===== src/rtl/cpu_types_pkg.sv =====
// Shared CPU types: instruction-cache address split, frame layout and fill FSM states.
package cpu_types_pkg;

  typedef logic [31:0] word_t;

  localparam int ICACHE_SETS = 16;
  localparam int ICACHE_IW   = $clog2(ICACHE_SETS);
  localparam int ICACHE_TAGW = 30 - ICACHE_IW;

  typedef struct packed {
    logic [ICACHE_TAGW-1:0] tag;
    logic [ICACHE_IW-1:0]   idx;
    logic [1:0]             bytoff;
  } icachef_t;

  typedef struct packed {
    logic                   valid;
    logic [ICACHE_TAGW-1:0] tag;
    word_t                  data;
  } icache_frame_t;

  typedef enum logic {
    IDLE  = 1'b0,
    FETCH = 1'b1
  } icache_state_t;

endpackage


===== src/rtl/icache_if.sv =====
// Datapath instruction-fetch port: the datapath is master, the cache answers as slave.
interface icache_if;
  import cpu_types_pkg::*;

  logic  imemREN;
  word_t imemaddr;
  logic  ihit;
  word_t imemload;

  modport master (output imemREN, output imemaddr, input ihit, input imemload);
  modport slave  (input imemREN, input imemaddr, output ihit, output imemload);
endinterface


===== src/rtl/icache.sv =====
// Direct-mapped, one-word-per-frame instruction cache with combinational hits,
// a two-state miss-fill FSM and hit/miss performance counters.
module icache
  import cpu_types_pkg::*;
#(
  parameter int SETS = ICACHE_SETS
) (
  input  logic     CLK,
  input  logic     RST,
  icache_if.slave  dp,
  output logic     iREN,
  output word_t    iaddr,
  input  logic     iwait,
  input  word_t    iload,
  input  logic     inv_all,
  output word_t    hit_count,
  output word_t    miss_count
);

  localparam int IW = $clog2(SETS);
  localparam int TW = 30 - IW;

  icache_state_t state_q, state_d;
  word_t         maddr_q;
  logic          inv_pend_q;
  logic [SETS-1:0] valid_q;
  logic [TW-1:0] tag_q [SETS];
  word_t         data_q [SETS];
  word_t         hit_count_q, miss_count_q;

  logic [IW-1:0] req_idx, fill_idx;
  logic [TW-1:0] req_tag, fill_tag;
  logic          lookup_hit, miss, fill;
  logic          unused_bytoff;

  assign req_idx       = dp.imemaddr[2 +: IW];
  assign req_tag       = dp.imemaddr[31:2+IW];
  assign fill_idx      = maddr_q[2 +: IW];
  assign fill_tag      = maddr_q[31:2+IW];
  assign unused_bytoff = ^dp.imemaddr[1:0];

  assign hit_count  = hit_count_q;
  assign miss_count = miss_count_q;

  always_comb begin
    state_d     = state_q;
    dp.ihit     = 1'b0;
    dp.imemload = '0;
    iREN        = 1'b0;
    iaddr       = '0;
    lookup_hit  = 1'b0;
    miss        = 1'b0;
    fill        = 1'b0;
    case (state_q)
      IDLE: begin
        lookup_hit = dp.imemREN && valid_q[req_idx] &&
                     (tag_q[req_idx] == req_tag) && !inv_all;
        if (lookup_hit) begin
          dp.ihit     = 1'b1;
          dp.imemload = data_q[req_idx];
        end else if (dp.imemREN) begin
          miss    = 1'b1;
          state_d = FETCH;
        end
      end
      FETCH: begin
        iREN  = 1'b1;
        iaddr = maddr_q;
        if (!iwait) begin
          fill    = 1'b1;
          state_d = IDLE;
          // Forward the returning word only if the datapath still wants this address.
          if (dp.imemREN && (dp.imemaddr[31:2] == maddr_q[31:2])) begin
            dp.ihit     = 1'b1;
            dp.imemload = iload;
          end
        end
      end
      default: state_d = IDLE;
    endcase
  end

  always_ff @(posedge CLK) begin
    if (RST) begin
      state_q      <= IDLE;
      maddr_q      <= '0;
      inv_pend_q   <= 1'b0;
      valid_q      <= '0;
      hit_count_q  <= '0;
      miss_count_q <= '0;
    end else begin
      state_q <= state_d;
      if (miss) begin
        maddr_q      <= {dp.imemaddr[31:2], 2'b00};
        miss_count_q <= miss_count_q + 32'd1;
      end
      if (lookup_hit) begin
        hit_count_q <= hit_count_q + 32'd1;
      end
      if (state_q == IDLE && inv_all) begin
        valid_q <= '0;
      end
      if (state_q == FETCH && inv_all) begin
        inv_pend_q <= 1'b1;
      end
      // A pending or concurrent invalidate wipes the array, including the frame being filled.
      if (fill) begin
        if (inv_pend_q || inv_all) begin
          valid_q <= '0;
        end else begin
          valid_q[fill_idx] <= 1'b1;
        end
        inv_pend_q <= 1'b0;
      end
    end
  end

  always_ff @(posedge CLK) begin
    if (fill && !RST) begin
      tag_q[fill_idx]  <= fill_tag;
      data_q[fill_idx] <= iload;
    end
  end

endmodule


===== src/flat_wrapper.sv =====
// flat-port wrapper written by rule: the top's interface ports become plain ports
module icache_flat import cpu_types_pkg::*;
#(
  parameter int SETS = ICACHE_SETS
)
  (CLK, RST, iREN, iaddr, iwait, iload, inv_all, hit_count, miss_count, dp_imemREN, dp_imemaddr, dp_ihit, dp_imemload);
  icache_if dp_i ();
  input  logic CLK;
  input  logic RST;
  output logic iREN;
  output word_t iaddr;
  input  logic iwait;
  input  word_t iload;
  input  logic inv_all;
  output word_t hit_count;
  output word_t miss_count;
  input wire logic [$bits(dp_i.imemREN)-1:0] dp_imemREN;
  input wire logic [$bits(dp_i.imemaddr)-1:0] dp_imemaddr;
  output wire logic [$bits(dp_i.ihit)-1:0] dp_ihit;
  output wire logic [$bits(dp_i.imemload)-1:0] dp_imemload;
  assign dp_i.imemREN = dp_imemREN;
  assign dp_i.imemaddr = dp_imemaddr;
  assign dp_ihit = dp_i.ihit;
  assign dp_imemload = dp_i.imemload;
  icache #(.SETS(SETS)) u_core (.CLK(CLK), .RST(RST), .dp(dp_i), .iREN(iREN), .iaddr(iaddr), .iwait(iwait), .iload(iload), .inv_all(inv_all), .hit_count(hit_count), .miss_count(miss_count));
endmodule

===== config.mk =====
export PLATFORM = sky130hd
export DESIGN_NAME = icache_flat
export DESIGN_NICKNAME = d
export VERILOG_FILES = /design/src/rtl/cpu_types_pkg.sv /design/src/rtl/icache_if.sv /design/src/rtl/icache.sv /design/src/flat_wrapper.sv
export SDC_FILE = /design/constraint.sdc
export NUM_CORES = 1
export LEC_CHECK = 0
export CORE_MARGIN = 10
export CORE_UTILIZATION = 60
export CTS_CLUSTER_SIZE = 8
export DETAILED_ROUTE_END_ITERATION = 12
export GPL_TIMING_DRIVEN = 0
export HOLD_SLACK_MARGIN = 0.12
export PLACE_DENSITY = 0.82
export SKIP_CTS_REPAIR_TIMING = 1
export SLEW_MARGIN = 15
export SYNTH_ARGS = -nofsm -noshare
export SYNTH_HDL_FRONTEND = slang
export SYNTH_SLANG_ARGS = --single-unit

===== constraint.sdc =====
create_clock -name CLK -period 13.49 [get_ports CLK]
set_clock_uncertainty 0.15 [all_clocks]
set_input_delay 2.698 -clock CLK [delete_from_list [all_inputs] [get_ports CLK]]
set_output_delay 2.698 -clock CLK [all_outputs]
set_load 0.02 [all_outputs]

; Word-level counts from Yosys, hierarchy flattened
; Memories as Yosys holds them, arrays and structs flattened.
; Index checks and enable logic that the tools add are counted.
[totals]
ramBits = 928
mem_count = 2
regBits = 112
wordCells = 57
inputBits = 69
[mem_list]
columns = name, words, word_bits, rd, rd_ports_with_merged_regs, write_ports, line_no
row1 = u_core.data_q, 16, 32, 1, 0, 1, icache.sv:28  ; word_t data_q [SETS];
row2 = u_core.tag_q, 16, 26, 1, 0, 1, icache.sv:27  ; logic [TW-1:0] tag_q [SETS];
[op_classes]
reduce_logical = 12
addsub = 2
eq_ne = 2
bitwise_logic = 2
order_cmp = 3
n_mux = 28
[op_table]
columns = operator, n
row1 = 32-bit two-way mux, 4
row2 = "32-bit by 1-bit adder with 32-bit output, second input constant", 2
row3 = 16-bit two-way mux, 4
row4 = 32-bit case mux with 2 select lines, 1
row5 = 30-bit equality test, 1
row6 = 26-bit equality test, 1
row7 = 16-bit OR, 1
row8 = 1-bit two-way mux, 15
row9 = "4-bit by 5-bit less-than comparator with 1-bit output, second input constant", 2
row10 = 1-bit logical AND, 8
row11 = 1-bit binary-select mux with 4-bit select, 1
row12 = 1-bit demux with 4-bit select, 1
row13 = "4-bit by 1-bit >= comparator with 1-bit output, second input constant", 1
row14 = 1-bit case mux with 2 select lines, 2
row15 = 1-bit zero test, 2
row16 = 2-bit OR reduction, 1
row17 = 1-bit logical OR, 1
row18 = 1-bit inverter, 1

; Depth between registers and ports, before layout
; Gate-level depths: netlist of the first run.
[logic_depth]
word_depth = 7
mapped_depth = 17
ltp_nobuf = 9

; Worst setup path after synthesis of the first run
; No wires, ideal clock.
[synth_timing]
path_type = input to output
startpoint = in dp_imemaddr[5]
endpoint = out dp_imemload[0]
stages = 14
arrival_ns = 6.098
slack_ns = 4.544
cell_sequence = buf_2 buf_2 buf_1 mux4_2 mux2i_1 mux2i_1 xor2_1 or4b_1 nor4_4 nand4_4 buf_6 buf_6 clkbuf_1 o21ai_0
[synth_between]
elab_chain_len = 7
elab_cells_between_ends = 14
cone_classes = 2 x eq/ne / 6 x mux / 4 x reduce/logical / 2 x memory
[synth_rtl]
columns = element, line_no
row1 = start: declaration, flat_wrapper.sv:18  ; input wire logic [$bits(dp_i.imemaddr)-1:0] dp_imemaddr;
row2 = branches (longest 6 deep; another with memory 16 x 26 bit), -
row3 = 32-bit case mux with 2 select lines (*), icache.sv:54  ; case (state_q)
row4 = end: declaration, flat_wrapper.sv:20  ; output wire logic [$bits(dp_i.imemload)-1:0] dp_imemload;
; Every way passes the cells marked *. The select of a mux whose other input is x is not followed.

; Worst setup path in the final report of the first run
[layout_timing]
startpoint = in dp_imemaddr[2]
endpoint = out dp_imemload[0]
; Same word-level chain as after synthesis.

==> results.py, run 1 <==
metrics = {
    "synth": {
        "yosysTopAreaCellShare_pct": 66.24,
        "yosysSeqAreaShare_pct": 71.57,
        "async_flop_share_pct": 0,
        "synth-edff-count": 928,
        "post-synth-top-count-cell": "edfxtp_1",
        "synth_area_leaders": "edfxtp_1, mux4_2, dfxtp_1",
        "synthFlopType": "edfxtp_1",
        "syn_inst": 2285,
        "yosysWarningCount": 0,
        "synth.cell_area_um2": 42070,
        "postSynthAreaPerCell_um2": 18.41,
        "synth_cell_types": 83,
        "synth_commonest_cells": "edfxtp_1, mux4_2, mux2i_1, dfxtp_1, nor2_1",
        "synth-seq-cells": 1040,
        "synth_top_area_cell": "edfxtp_1",
    },
    "floorplan": {
        "dieArea_um2": 81110,
        "core_um2": 69790,
        "initial_utilization_pct": 60.29,
        "io_pins": 199,
        "placementRows": 97,
        "die_x_um": 284.8,
        "die_h_um": 284.8,
    },
    "sta": {
        "finalSetupViolCount": 0,
        "slew_violations": 0,
        "tightest_slew_ps": 1264,
        "min_period_ps": 12170,
        "fin_tns_setup_ps": 0,
        "min_period_over_period_pct": 90.19,
        "whs_ps": 333.6,
        "fmax_mhz": 82.19,
        "grt_setup_unrepaired": "false",
        "hold_viol": 0,
        "slew-limit-headroom_pct": 15.70,
    },
    "cells_and_area": {
        "nets": 2750,
        "finish.utilization_pct": 72.44,
        "final_layout_size_suffix_gt1_share_pct": 20.33,
        "areaGrowthSynthToFinish_pct": 20.16,
    },
    "route": {
        "firstDrtPassIters": 7,
        "finalWirelength_um": 123400,
        "post_drt_wl_per_cell_um": 33.78,
        "via_per_inst": 6.940,
        "drt-initial-drc-count": 3677,
        "drc": 0,
        "drtAntennaViolNets": 0,
        "num_vias": 25350,
    },
    "worst_setup_path": {
        "cp_max_fo": 10,
        "arrival_ps": 9320,
        "critPathCaptureType": "output pin",
        "crit_type": "in2out",
        "critPathLaunchType": "input pin",
        "regToRegEndpoint": "u_core.hit_count[10]",
        "reg2reg_slack_ps": 8940,
        "required_ps": 10640,
        "ff2ff_path_depth": 12,
        "r2r_start": "u_core.tag_q[15][14]",
    },
    "pwr": {
        "leakage_nw": 16.41,
        "power_density_nw_per_um2": 143.6,
        "pwr-share-clk_pct": 45.8,
        "p_int_mw": 5.672,
        "pwr-share-comb_pct": 5.1,
        "pwr-share-seq_pct": 49.1,
        "swShare_pct": 21.89,
        "p_switching_mw": 1.589,
        "ir_worst_vdd_mv": 0.1304,
    },
    "hold_path": {
        "hp-class": "reg2reg",
        "hold_end": "u_core.miss_count[31]",
        "min_path_cells": 2,
        "hold_start": "u_core.miss_count[31]",
    },
    "placed_design": {
        "io_buffers": 190,
        "hpwl_um": 74990,
        "place.gp.congestion": 0.8972,
    },
    "global_routing": {
        "grtUsageTotal_pct": 30.30,
        "antenna_found_initial": 6,
        "grt_pass1_vias": 26290,
        "grt_overflow": 0,
        "grt_max_degree": 21,
        "grt_pass1_wl_um": 179500,
    },
    "clock_network": {
        "ctsRootBufferMaster": "clkbuf_16",
        "clock-sinks": 1040,
        "cts_buffers": 148,
        "htreeDepth": 4,
        "clk_latency_ps": 740,
        "cts.path.max_buffers": 3,
        "clk_pin_slew_ps": 50,
        "cts_tree": "done",
    },
    "outcome": {
        "status": "finished, final reports clean",
    },
    "run": {
        "cap_violations": 0,
    },
}
==> cell usage in the layout (no fill, tap or decap), types with 33 or more instances in the layout <==
master | synthesis | routed
edfxtp_1 | 928 | 928
mux4_2 | 236 | 236
clkdlybuf4s50_1 | 0 | 190
clkbuf_16 | 0 | 150
mux2i_1 | 119 | 119
dfxtp_1 | 112 | 112
nand2_1 | 81 | 81
nor2_1 | 97 | 81
clkbuf_1 | 55 | 72
a21oi_1 | 61 | 61
o21ai_0 | 59 | 59
inv_1 | 46 | 46
and2_1 | 43 | 43
buf_12 | 2 | 33
==> cells by family (layout without fill, tap and decap cells) <==
logic type               after synthesis  after routing  synth area share (%)
multiplexers                         371            371                 16.21
XOR/XNOR                              56             56                 1.166
AO/OA/AOI/OAI                        226            226                 3.486
flip-flops                          1040           1040                 71.57
adder cells (fa/ha/maj)                2              2               0.05947
other                                  1              4              0.008914
buffers and inverters                175            599                 2.174
AND/OR/NAND/NOR                      414            414                 5.324
==> cell type report <==
cell class | count | area [µm²]
Inverter | 47 | 176.4
Clock buffer | 168 | 3821
Tap cell | 940 | 1176
Sequential cell | 1040 | 30110
Buffer | 128 | 744.5
Antenna cell | 2 | 5.005
Timing Repair Buffer | 243 | 3108
Multi-Input combinational cell | 1071 | 11180
Fill cell | 3925 | 19240
Clock inverter | 13 | 232.7
==> critical path, cell delays in order <==
cell and delay [ps]:
clkdlybuf4s50_1 540, buf_4 280, buf_6 250, buf_4 300, buf_1 740, mux2i_1 200, mux2i_1 500, xnor2_1 190
nand2_1 110, nor4b_2 680, nand4_4 460, buf_6 290, buf_6 140, clkbuf_1 400, o21ai_0 730, clkdlybuf4s50_1 760
==> power groups by stage <==
stage	combinational, mW	sequential (mW)	clock (mW)
after floorplan	0.213	3.61	0
after global placement	0.337	3.62	0
after detailed placement	0.353	3.62	0
after CTS	0.362	3.56	3.34
after global routing	0.382	3.57	3.48
final	0.367	3.57	3.33
==> how the worst max path moves through the flow <==
stage	start	end	slack [ps]
after floorplan	dp_imemaddr[5]	dp_imemload[0]	4540
after global placement	dp_imemaddr[2]	dp_imemload[28]	990
after detailed placement	dp_imemaddr[2]	dp_imemload[0]	1640
after CTS	dp_imemaddr[2]	dp_imemload[0]	1600
after global routing	dp_imemaddr[2]	dp_imemload[0]	1330
final	dp_imemaddr[2]	dp_imemload[0]	1320
==> stage by stage <==
step / power, mW / cell area, µm² / worst slack [ps] / std cells
2_1_floorplan: 3.822 / 42070 / 4544 / 2286
3_3_place_gp: 3.958 / 45150 / 985.9 / 3416
3_5_place_dp: 3.977 / 46490 / 1639 / 3469
4_1_cts: 7.269 / 50540 / 1604 / 3650
5_1_grt: 7.426 / 50550 / 1335 / 3652
6_report: 7.261 / 50550 / 1323 / 3652
==> per-layer routing <==
metal	part of all wire [%]	up-vias	global-route usage, %
met5	0.045	-	0
met4	4.6	8	14.25
met1	34	12820	37.85
met2	50	2137	49.52
li1	-	9990	-
met3	12	386	7.731
==> state kept, by name (all words and copies together) (netlist names) <==
register	cells
u_core.valid_q	16
u_core.maddr_q	30
u_core.data_q	512
u_core.hit_count	32
u_core.inv_pend_q	1
u_core.tag_q	416
u_core.state_q	1
u_core.miss_count	32
Note: power is estimated with default switching activity, not from simulation.
==> run 2, diff against run 1 <==
--- a/config.mk
+++ b/config.mk
@@ -11,7 +11,7 @@
 export DETAILED_ROUTE_END_ITERATION = 12
 export GPL_TIMING_DRIVEN = 0
 export HOLD_SLACK_MARGIN = 0.12
-export PLACE_DENSITY = 0.82
+export PLACE_DENSITY = 0.79
 export SKIP_CTS_REPAIR_TIMING = 1
 export SLEW_MARGIN = 15
 export SYNTH_ARGS = -nofsm -noshare
==> results.py, run 2 (synthesis gave the netlist of run 1 again) <==
metrics = {
    "worst_setup_path": {
        "critPathCaptureType": "output pin",
        "critPathLaunchType": "input pin",
        "reg2reg_slack_ps": 8840,
        "ff2ff_path_depth": 11,
        "cp_top_family": "buffers and inverters",
        "crit_top_cell": "buf_6",
        "crit_chain": "clkdlybuf4s50_1, buf_4, buf_6, buf_4, buf_1, mux2i_1, mux2i_1, xnor2_1, nand2_1, nor4b_2, nand4_4, buf_6, buf_6, clkbuf_1, o21ai_0, clkdlybuf4s50_1",
        "crit_type": "in2out",
        "cp.buffers_inverters": 9,
        "arrival_ps": 9530,
        "critPathSlowestCell": "buf_1",
        "r2r_start": "u_core.tag_q[7][16]",
        "critPathMaxStageDelay_ps": 910,
        "cp_max_fo": 10,
        "regToRegEndpoint": "u_core.hit_count[2]",
        "required_ps": 10640,
    },
    "floorplan": {
        "die_h_um": 284.8,
        "core_um2": 69790,
        "die_x_um": 284.8,
        "dieArea_um2": 81110,
        "io_pins": 199,
        "placementRows": 97,
        "initial_utilization_pct": 60.29,
    },
    "global_routing": {
        "grt_pass1_vias": 25800,
        "grt_pass1_wl_um": 176200,
        "antenna_found_initial": 5,
        "grt_overflow": 0,
        "grtUsageTotal_pct": 29.83,
        "grt_use_met1_pct": 37.59,
        "grt_most_used_layer": "met2",
        "grtUsageMet2_pct": 48.75,
        "grtUsageMet3_pct": 7.357,
        "grt_max_degree": 22,
    },
    "clock_network": {
        "cts_tree": "done",
        "clock-sinks": 1040,
        "ctsRootBufferMaster": "clkbuf_16",
        "htreeDepth": 4,
        "clk_latency_ps": 730,
        "cts_buffers": 148,
        "clk_pin_slew_ps": 50,
        "cts.path.max_buffers": 3,
    },
    "route": {
        "post_drt_wl_per_cell_um": 33.39,
        "drtAntennaViolNets": 0,
        "via_per_inst": 6.903,
        "finalWirelength_um": 121900,
        "drc": 0,
        "drt-initial-drc-count": 3631,
        "num_vias": 25200,
        "firstDrtPassIters": 7,
    },
    "sta": {
        "slew-limit-headroom_pct": 21.90,
        "hold_viol": 0,
        "finalSetupViolCount": 0,
        "min_period_over_period_pct": 91.73,
        "slew_violations": 0,
        "fin_tns_setup_ps": 0,
        "min_period_ps": 12370,
        "tightest_slew_ps": 1172,
        "fmax_mhz": 80.82,
        "grt_setup_unrepaired": "false",
    },
    "hold_path": {
        "min_path_cells": 2,
        "hold_start": "u_core.miss_count[31]",
        "hold_end": "u_core.miss_count[31]",
        "hp-class": "reg2reg",
    },
    "cells_and_area": {
        "final_cells": 3651,
        "fillerInstances": 3958,
        "design_area_um2": 50480,
        "final_common_cell": "edfxtp_1",
        "finish.utilization_pct": 72.33,
        "reg_top3": "u_core.data_q x512, u_core.tag_q x416",
        "final_cell_mix": "edfxtp_1, mux4_2, clkdlybuf4s50_1",
        "areaGrowthSynthToFinish_pct": 19.99,
        "largest_register": "u_core.data_q",
        "largest_reg_flops": 512,
        "nets": 2746,
        "n_antenna_cell": 0,
        "final_layout_size_suffix_gt1_share_pct": 20.40,
    },
    "run": {
        "cap_violations": 0,
    },
    "placed_design": {
        "hpwl_um": 73850,
        "io_buffers": 190,
        "place.gp.congestion": 0.8937,
        "place_area_um2": 46380,
        "dp.cells": 3465,
    },
    "pwr": {
        "power_density_nw_per_um2": 144.2,
        "p_total_mw": 7.279,
        "leakage_nw": 16.39,
        "ir_worst_vdd_mv": 0.1472,
    },
    "outcome": {
        "status": "finished, final reports clean",
    },
}
run 2: cell count changes in the layout (fill, tap and decap cells not counted), sizes merged:
cell	previous run	this run
clkinvlp	1	0
clkbuf	225	236
buf	118	109
diode	2	0
inv	53	52
clkinv	6	7
run 2: worst max path at each step:
stage	startpoint	end	slack, ps	cells past startpoint
floorplan	dp_imemaddr[5]	dp_imemload[0]	4540	14
global placement	dp_imemaddr[2]	dp_imemload[29]	870	14
detailed placement	dp_imemaddr[2]	dp_imemload[0]	1410	16
CTS	dp_imemaddr[2]	dp_imemload[1]	1310	16
global route	dp_imemaddr[2]	dp_imemload[31]	1040	16
finish	dp_imemaddr[2]	dp_imemload[1]	1120	16
run 2: stage by stage:
stage	hold WS (ps)	setup WS, ps
floorplan	298.6	4544
global placement	313.0	874.8
detailed placement	325.3	1410
CTS	332.7	1309
global route	369.8	1041
finish	336.2	1116
run 2: where the power goes:
group	internal, mW	switching [mW]	leakage (nW)
logic	0.152	0.212	5.28
registers	3.53	0.0364	9.13
clock network	2.00	1.34	1.99
total	5.69	1.59	16.4
run 2: layer usage:
| layer | vias to the layer above | routed length (µm) |
|---|---|---|
| met5 | - | 67 |
| met4 | 10 | 5260 |
| met3 | 389 | 13720 |
| met2 | 1988 | 60280 |
| met1 | 12830 | 42600 |
| li1 | 9982 | - |
run 2: area by class of cell:
cell class                      count  area [µm²]  share of cell area, %
Buffer                            128       750.7                  1.487
Clock buffer                      174        3865                  7.657
Clock inverter                     12       226.5                 0.4486
Inverter                           47       176.4                 0.3495
Multi-Input combinational cell   1071       11180                  22.14
Sequential cell                  1040       30110                  59.65
Tap cell                          940        1176                  2.330
Timing Repair Buffer              239        2998                  5.939
run 2: tightest hold or removal path, delay by kind of cell (launching register included):
kind            cells  cell delay (ps)
compound gates      2              110
flops               1              320
